### src/rtl/char_rain_engine.sv
// rtl/char_rain_engine.sv - falling-character game engine: spawn, per-frame move sweep, key hits, misses.
// Optional CHAR_RAIN_WRONG_KEY_PENALTY_EN: an unmatched key counts as a miss.
module char_rain_engine #(
  parameter int SLOTS       = 8,
  parameter int Y_W         = 10,
  parameter int X_W         = 10,
  parameter int SPEED_W     = 4,
  parameter int LOWER_BOUND = 480,
  parameter int MAX_MISS    = 8,
  localparam int IDX_W      = $clog2(SLOTS),
  localparam int CNT_W      = $clog2(SLOTS) + 1
) (
  input  logic               clk,
  input  logic               rst_n,
  input  logic               frame_tick,
  input  logic               spawn_valid,
  output logic               spawn_ready,
  input  logic [7:0]         spawn_char,
  input  logic [X_W-1:0]     spawn_x,
  input  logic [SPEED_W-1:0] spawn_speed,
  input  logic               key_valid,
  input  logic [7:0]         key_char,
  input  logic [IDX_W-1:0]   rd_idx,
  output logic               rd_active,
  output logic [7:0]         rd_char,
  output logic [X_W-1:0]     rd_x,
  output logic [Y_W-1:0]     rd_y,
  output logic               hit_pulse,
  output logic               miss_pulse,
  output logic [15:0]        score,
  output logic [7:0]         misses,
  output logic [CNT_W-1:0]   active_count,
  output logic               gameover
);

  typedef enum logic {S_IDLE, S_SWEEP} state_t;

  state_t             state_q, state_d;
  logic [IDX_W-1:0]   sweep_idx, sweep_idx_d;
  logic               pend_q, pend_d;

  logic [SLOTS-1:0]   act_q;
  logic [7:0]         chr_q [SLOTS];
  logic [X_W-1:0]     x_q   [SLOTS];
  logic [Y_W-1:0]     y_q   [SLOTS];
  logic [SPEED_W-1:0] spd_q [SLOTS];

  logic [IDX_W-1:0]   spawn_slot, key_slot;
  logic               spawn_fire, key_found, key_hit, key_miss;
  logic [Y_W-1:0]     best_y;
  logic               sweep_en, sweep_out, sweep_move;
  logic [Y_W:0]       sweep_sum;
  logic [1:0]         miss_inc;
  logic [8:0]         misses_sum;
  logic [7:0]         misses_d;
  logic [CNT_W-1:0]   count_d;

  assign spawn_ready = !gameover && (act_q != {SLOTS{1'b1}});
  assign spawn_fire  = spawn_valid && spawn_ready;

  always_comb begin
    spawn_slot = '0;
    for (int i = SLOTS - 1; i >= 0; i--)
      if (!act_q[i]) spawn_slot = IDX_W'(i);
  end

  // Deepest matching character wins; strict compare keeps the lowest index on ties.
  always_comb begin
    key_found = 1'b0;
    key_slot  = '0;
    best_y    = '0;
    for (int i = 0; i < SLOTS; i++) begin
      if (act_q[i] && chr_q[i] == key_char && (!key_found || y_q[i] > best_y)) begin
        key_found = 1'b1;
        key_slot  = IDX_W'(i);
        best_y    = y_q[i];
      end
    end
  end

  assign key_hit = key_valid && key_found && !gameover;
`ifdef CHAR_RAIN_WRONG_KEY_PENALTY_EN
  assign key_miss = key_valid && !key_found && !gameover;
`else
  assign key_miss = 1'b0;
`endif

  // A key hit on the slot being swept frees it without counting a miss.
  assign sweep_en   = (state_q == S_SWEEP) && !gameover && act_q[sweep_idx];
  assign sweep_sum  = {1'b0, y_q[sweep_idx]} + (Y_W+1)'(spd_q[sweep_idx]);
  assign sweep_out  = sweep_en && (sweep_sum >= (Y_W+1)'(LOWER_BOUND))
                      && !(key_hit && key_slot == sweep_idx);
  assign sweep_move = sweep_en && (sweep_sum < (Y_W+1)'(LOWER_BOUND));

  assign miss_inc   = {1'b0, sweep_out} + {1'b0, key_miss};
  assign misses_sum = {1'b0, misses} + {7'd0, miss_inc};
  assign misses_d   = (misses_sum >= 9'(MAX_MISS)) ? 8'(MAX_MISS) : misses_sum[7:0];
  assign count_d    = active_count + CNT_W'(spawn_fire) - CNT_W'(key_hit) - CNT_W'(sweep_out);

  always_comb begin
    state_d     = state_q;
    sweep_idx_d = sweep_idx;
    pend_d      = pend_q;
    if (gameover) begin
      state_d     = S_IDLE;
      sweep_idx_d = '0;
      pend_d      = 1'b0;
    end else begin
      case (state_q)
        S_IDLE: begin
          if (frame_tick || pend_q) begin
            state_d     = S_SWEEP;
            sweep_idx_d = '0;
            pend_d      = 1'b0;
          end
        end
        S_SWEEP: begin
          pend_d = pend_q || frame_tick;
          if (sweep_idx == IDX_W'(SLOTS - 1)) begin
            state_d     = S_IDLE;
            sweep_idx_d = '0;
          end else begin
            sweep_idx_d = sweep_idx + 1'b1;
          end
        end
        default: state_d = S_IDLE;
      endcase
    end
  end

  always_ff @(posedge clk or negedge rst_n) begin
    if (!rst_n) begin
      state_q   <= S_IDLE;
      sweep_idx <= '0;
      pend_q    <= 1'b0;
    end else begin
      state_q   <= state_d;
      sweep_idx <= sweep_idx_d;
      pend_q    <= pend_d;
    end
  end

  always_ff @(posedge clk or negedge rst_n) begin
    if (!rst_n) begin
      act_q <= '0;
      for (int i = 0; i < SLOTS; i++) begin
        chr_q[i] <= '0;
        x_q[i]   <= '0;
        y_q[i]   <= '0;
        spd_q[i] <= '0;
      end
    end else if (!gameover) begin
      if (sweep_move) y_q[sweep_idx] <= sweep_sum[Y_W-1:0];
      if (sweep_out)  act_q[sweep_idx] <= 1'b0;
      if (key_hit)    act_q[key_slot] <= 1'b0;
      if (spawn_fire) begin
        act_q[spawn_slot] <= 1'b1;
        chr_q[spawn_slot] <= spawn_char;
        x_q[spawn_slot]   <= spawn_x;
        y_q[spawn_slot]   <= '0;
        spd_q[spawn_slot] <= spawn_speed;
      end
    end
  end

  always_ff @(posedge clk or negedge rst_n) begin
    if (!rst_n) begin
      score        <= '0;
      misses       <= '0;
      active_count <= '0;
      gameover     <= 1'b0;
      hit_pulse    <= 1'b0;
      miss_pulse   <= 1'b0;
    end else begin
      hit_pulse    <= key_hit;
      miss_pulse   <= sweep_out || key_miss;
      misses       <= misses_d;
      active_count <= count_d;
      gameover     <= gameover || (misses_d >= 8'(MAX_MISS));
      if (key_hit && score != 16'hFFFF) score <= score + 16'd1;
    end
  end

  always_ff @(posedge clk or negedge rst_n) begin
    if (!rst_n) begin
      rd_active <= 1'b0;
      rd_char   <= '0;
      rd_x      <= '0;
      rd_y      <= '0;
    end else begin
      rd_active <= act_q[rd_idx];
      rd_char   <= act_q[rd_idx] ? chr_q[rd_idx] : 8'd0;
      rd_x      <= act_q[rd_idx] ? x_q[rd_idx]   : '0;
      rd_y      <= act_q[rd_idx] ? y_q[rd_idx]   : '0;
    end
  end

endmodule

### config.mk
export PLATFORM = sky130hd
export DESIGN_NAME = char_rain_engine
export DESIGN_NICKNAME = d
export VERILOG_FILES = /design/src/rtl/char_rain_engine.sv
export SDC_FILE = /design/constraint.sdc
export NUM_CORES = 1
export LEC_CHECK = 0
export CORE_ASPECT_RATIO = 1.5
export CORE_MARGIN = 3
export CORE_UTILIZATION = 61
export CTS_CLUSTER_SIZE = 12
export DETAILED_ROUTE_END_ITERATION = 7
export GPL_ROUTABILITY_DRIVEN = 0
export PLACE_DENSITY = 0.91
export SLEW_MARGIN = 15
export SYNTH_ARGS = -nofsm -noshare
export SYNTH_HDL_FRONTEND = slang
export SYNTH_SLANG_ARGS = --single-unit
### constraint.sdc
create_clock -name clk -period 18.92 [get_ports clk]
set_clock_uncertainty 0.05 [all_clocks]
set_input_delay 1.892 -clock clk [delete_from_list [all_inputs] [get_ports clk]]
set_output_delay 1.892 -clock clk [all_outputs]
set_load 0.03 [all_outputs]
==> impl_metrics.ini, run 1 <==
[synthesis]
synth-edff-count = 0
yosys_cell_types = 88
yosys_warning_count = 0
netlist.area_leader.share = 0.4203
yosys.area_share.simple = 0.1592
post-synth-top-count-cell = nand2_1
synth.largest_area_cell = dfrtp_1
post_synth_fa_ha_maj_area_fraction = 0.05506
synth-seq-cells = 329
largest_family_of_logic_cells_by_synthesized_area = multiplexers
postSynthCellCount = 1869
cell_area_after_synthesis_um2 = 19590
netlist_top_cells_area = dfrtp_1 (42%), nand2_1 (7.8%), mux4_2 (7.2%)
synthMuxAreaShare = 0.2018
seq_area_frac_synth = 0.4203
synth_xor_xnor_area_share = 0.04164
dominantRegCellSynth = dfrtp_1
share_of_flip_flops_with_an_asynchronous_set_or_reset = 1.000
synthesized_area_fraction_occupied_by_ao_oa_aoi_and_oai_cells = 0.08814
syn_avg_cell_area_um2 = 10.48
synth_commonest_cells = nand2_1 (408), dfrtp_1 (329), mux2i_1 (126)

[hold_path]
min-delay-path-class = reg2reg

[outcome]
violations = DRC
outcome = complete, but fails checks

[global_routing]
grt_first_pass_wirelength_um = 98460
antenna_found_initial = 1
grt_start_max_net_pins = 210
gr-usage-all-layers = 0.3706
global_route_congestion_overflow_total = 0
first_global_vias = 17190

[floorplan]
ioPinCount = 99
core_box_area_um2 = 31330
floorplan.initialDensity = 0.6252
die_y_um = 225.5
row_count = 79
dieArea_um2 = 34350
die_x_um = 152.3

[cts]
cts_tree = yes
clk-insertion-delay-late_ns = 0.54
clkSlewWorstSetupHoldPaths_ns = 0.06
cts.sink_count = 329
cts-root-to-sink-buffers = 3
tritoncts.num_buffers = 34
clock-root-buffer = clkbuf_16
ctsHtreeMaxLevel = 2
cts_hold_repair.buffers = 0
post-cts-setup-buffer-count = 0

[worst_setup_path]
startpoint_type = primary input
critical_path_arrival_ns = 19.06
worstSetupPathType = in2reg
cpMostUsedCell = ha_1
required_time_worst_endpoint_ns = 19.34
largest_fanout_on_the_critical_path = 27
crit_path_top_delay_cell = o311ai_0
slowest_delay_ns = 0.54
cp-end-kind = flip-flop

[power_and_ir_drop]
cellLeakagePower_nw = 10.03
power.net_switching_w = 0.0003270
power.switching_fraction = 0.2334
pwr-share-comb = 0.052
seq_power_share = 0.506
power.ir.vdd_worst_v = 0.00007378
cellInternalPower_w = 0.001074
p_per_area_nw_per_um2 = 63.84
pwr-share-clk = 0.442

[route]
drc = 1
routed-via-count = 16670
routedWlPerCell_um = 27.52
drt-total-wl_um = 64740
detail_route.first_pass.iterations = 8
drt-vias-per-instance = 7.088
drtAntennaViolNets = 0
drt_first_iter_violations = 2310

[finish]
fillCellCount = 1991
design.final.nets = 2056
post_route_cells_drive_above_1_share = 0.1712
syn_to_final_growth_pct = 12.00

[sta]
maxSlewViolCount = 0
fin_worst_hold_slack_ns = 0.4322
tightestPinTransition_ns = 1.345
clock.fmax_mhz = 53.65
timing_hold_violations_final = 0
final_period_minus_worst_setup_slack_ns = 18.64
relSlewSlack = 0.09191
setup_viol = 0
layout_worst_path_cycle_share = 0.9852
layout_setup_ws_ns = 0.2792

[placement]
io_buffers = 98
placement.setup.worst_slack_ns = -0.8881
place_hpwl_um = 41850

[flow_run]
max-cap-violations = 0
-- metrics by stage --
step,cells,setup TNS (ns),cell area (µm²),power (W),util
after floorplan,1872,0,19600,0.0007535,-
after global placement,2301,0,20840,0.0007883,0.6652
after detailed placement,2301,-4.683,20840,0.0007905,0.6652
after CTS,2349,0,21810,0.001402,0.6961
after global routing,2350,-0.2422,21940,0.001432,0.7001
final,2352,0,21940,0.001401,0.7002
-- path summary, 6_finish.rpt --
| path | endpoint | cells past startpoint | slack, ns | start |
|---|---|---|---|---|
| worst max-delay path | active_count[3] | 71 | 0.28 | key_char[1] |
| worst min-delay path | x_q[53] | 2 | 0.43 | x_q[53] |
| worst max register to register | active_count[3] | 70 | 1.74 | chr_q[58] |
| worst min register to register | x_q[53] | 2 | 0.43 | x_q[53] |
| max in group asynchronous | sweep_idx[0] | 3 | 15.80 | rst_n |
| min in group asynchronous | rd_char[3] | 1 | 1.38 | rst_n |
-- layout make-up --
class                   count  area (µm²)  area share
inverters                  38       142.6    0.006501
flip-flops and latches    329        8237      0.3754
multi-input cells        1400       10840      0.4942
well taps                 405       506.7     0.02310
clock inverters             8       83.83    0.003821
diodes                      2       5.005   0.0002281
clock buffers              40       873.3     0.03980
repair buffers            130        1249     0.05691
-- cell families after synthesis --
family / after synthesis
xor+xnor: 88
other cells: 1
buf+inv: 143
fa+ha+maj: 85
mux: 302
flops: 329
compound gates: 235
simple gates: 686
-- sequential cells by signal, indices dropped and copies added, names as in the netlist, 3 cells and up --
| register | flops |
|---|---|
| rd_x | 10 |
| chr_q | 64 |
| score | 16 |
| sweep_idx | 3 |
| rd_char | 8 |
| spd_q | 32 |
| act_q | 8 |
| rd_y | 10 |
| active_count | 4 |
| x_q | 80 |
| misses | 8 |
| y_q | 80 |
-- power groups by stage --
stage	clock network (W)	registers, W	logic [W]
finish	0.000620	0.000709	0.0000723
global route	0.000646	0.000709	0.0000771
CTS	0.000623	0.000709	0.0000700
detailed placement	0	0.000721	0.0000693
global placement	0	0.000721	0.0000673
floorplan	0	0.000722	0.0000318
-- cell usage in the layout, fill, tap and decap left out, types with 30 or more instances in the layout --
master,count
inv_1,38
clkdlybuf4s50_1,93
xnor2_1,66
buf_4,31
clkbuf_16,34
a21oi_1,48
ha_1,83
mux4_2,63
nand4_1,30
nand2_1,405
dfrtp_1,326
mux2i_1,125
nor2_1,100
mux2_2,113
-- routing by layer --
layer,GRT usage,vias to the layer above,share of wire
met2,0.5975,1325,0.46
met5,0,-,0.00020
met1,0.4052,8034,0.31
met3,0.1061,541,0.11
li1,-,6770,-
met4,0.3111,2,0.11
-- repair_timing --
item	CTS	global route
endpoints found under the setup margin	7	18
gates resized for setup	4	22
endpoints found under the hold margin	0	0
-- critical path, delay by kind of cell --
kind                     cells  cell delay [ns]
AO/OA/AOI/OAI               38             9.60
XOR/XNOR                     4             0.89
buffers and inverters        4             0.89
AND/OR/NAND/NOR             14             2.75
adder cells (fa/ha/maj)     11             2.98
(Power assumes the default switching activity.)
==> run 2: changes to the inputs <==
Settings changed: CORE_UTILIZATION 61 to 44, DONT_BUFFER_PORTS set to 1, PLACE_DENSITY 0.91 to 0.69.
==> impl_metrics.ini, run 2 (synthesis gave the netlist of run 1 again) <==
[outcome]
outcome = completed

[route]
drtAntennaViolNets = 0
drc = 0
drt_first_iter_violations = 1404
detail_route.first_pass.iterations = 5
routedWlPerCell_um = 25.54
routed-via-count = 15160
drt-total-wl_um = 61780
drt-vias-per-instance = 6.267

[cts]
cts_tree = yes
cts-root-to-sink-buffers = 3
ctsHtreeMaxLevel = 2
postCtsResizedCells = 0
clock-root-buffer = clkbuf_16
cts_hold_repair.buffers = 0
cts.sink_count = 329
tritoncts.num_buffers = 36
clkSlewWorstSetupHoldPaths_ns = 0.06
clk-insertion-delay-late_ns = 0.55
post-cts-setup-buffer-count = 0

[sta]
setup_viol = 0
clock.fmax_mhz = 56.53
tns_ns = 0
timing_hold_violations_final = 0
tightestPinTransition_ns = 1.276
layout_worst_path_cycle_share = 0.9350
maxSlewViolCount = 0
final_period_minus_worst_setup_slack_ns = 17.69
setup_repair_after_global_routing_missed_its_margin = no
relSlewSlack = 0.1386

[finish]
post_route_cells_drive_above_1_share = 0.1747
reg.largest.list = x_q x80, y_q x80, chr_q x64
multiInputGateArea_um2 = 10800
mostFrequentLayoutCells = nand2_1 (405), dfrtp_1 (326), mux2i_1 (125)
antenna_cells_inserted = 0
design.final.nets = 1951
syn_to_final_growth_pct = 7.990
regArea_um2 = 8237
finish.utilization = 0.4809
fillCellCount = 4060
layout_commonest_cell = nand2_1

[power_and_ir_drop]
p_per_area_nw_per_um2 = 66.70
power.ir.vdd_worst_v = 0.00006538
seq_power_share = 0.503
cellInternalPower_w = 0.001107
cellLeakagePower_nw = 9.626
power.net_switching_w = 0.0003046
power.switching_fraction = 0.2158
pwr-share-comb = 0.019
pwr-share-clk = 0.479

[placement]
place_hpwl_um = 42720
io_buffers = 0

[worst_setup_path]
largest_fanout_on_the_critical_path = 27
cpMostUsedCell = ha_1
required_time_worst_endpoint_ns = 19.28
crit_path_top_delay_cell = o311ai_0
startpoint_type = primary input
worstSetupPathType = in2reg
slowest_delay_ns = 0.50
critical_path_arrival_ns = 18.05
cp-end-kind = flip-flop

[floorplan]
core_box_area_um2 = 43990
dieArea_um2 = 47140
ioPinCount = 99
die_x_um = 178.3
floorplan.initialDensity = 0.4454
die_y_um = 264.4
row_count = 94

[flow_run]
max-cap-violations = 0

[global_routing]
antenna_found_initial = 0
grt_first_pass_wirelength_um = 95070
global_route_congestion_overflow_total = 0
gr-usage-all-layers = 0.2642
first_global_vias = 15860
grt_start_max_net_pins = 330

[hold_path]
min-delay-path-class = reg2reg
[run 2: layout make-up]
cell class              instances  share of cell area
clock buffers                  45             0.04708
clock inverters                 8            0.004022
inverters                      38            0.006742
multi-input cells            1400              0.5106
flip-flops and latches        329              0.3893
well taps                     576             0.03407
repair buffers                 23            0.008162
[run 2: per-layer routing]
layer | vias up | part of all wire | track usage
met2 | 715 | 0.50 | 0.4465
met4 | 0 | 0.088 | 0.1935
li1 | 6556 | - | -
met5 | - | 0 | 0
met1 | 7598 | 0.34 | 0.2902
met3 | 292 | 0.072 | 0.05575
[run 2: path summary, 6_finish.rpt]
kind | startpoint | endpoint | slack (ns) | cells after the start
worst min register to register | x_q[48] | x_q[48] | 0.42 | 2
worst max register to register | chr_q[63] | active_count[3] | 2.17 | 72
min in group asynchronous | rst_n | rd_active | 0.99 | 0
worst min-delay path | x_q[48] | x_q[48] | 0.42 | 2
worst max-delay path | key_char[7] | active_count[3] | 1.23 | 72
max in group asynchronous | rst_n | chr_q[41] | 16.93 | 0
[run 2: per-stage QoR]
| step | power, W | area, µm² | worst slack (ns) | std cells | hold slack, ns |
|---|---|---|---|---|---|
| 5_1_grt | 0.001454 | 21160 | 0.1417 | 2419 | 0.4379 |
| 3_5_place_dp | 0.0007479 | 20020 | -0.07573 | 2366 | 0.4067 |
| 3_3_place_gp | 0.0007476 | 20020 | 0.6033 | 2366 | 0.4010 |
| 6_report | 0.001411 | 21160 | 1.230 | 2419 | 0.4199 |
| 2_1_floorplan | 0.0007535 | 19600 | 1.486 | 1872 | 0.3903 |
| 4_1_cts | 0.001421 | 21100 | 0.4678 | 2419 | 0.4229 |
[run 2: critical path, delay by kind of cell]
family | cells | cell delay [ns]
AOI/OAI and AO/OA | 38 | 9.55
adders and majority gates | 11 | 2.74
and+or+nand+nor | 16 | 2.65
xor gates and xnor gates | 4 | 0.80
buffers and inverters | 3 | 0.35
[run 2: power by group through the flow]
stage	combinational (W)	sequential, W	clock (W)
2_1_floorplan	0.0000318	0.000722	0
3_3_place_gp	0.0000256	0.000722	0
3_5_place_dp	0.0000258	0.000722	0
4_1_cts	0.0000260	0.000709	0.000686
5_1_grt	0.0000282	0.000709	0.000716
6_report	0.0000264	0.000709	0.000675
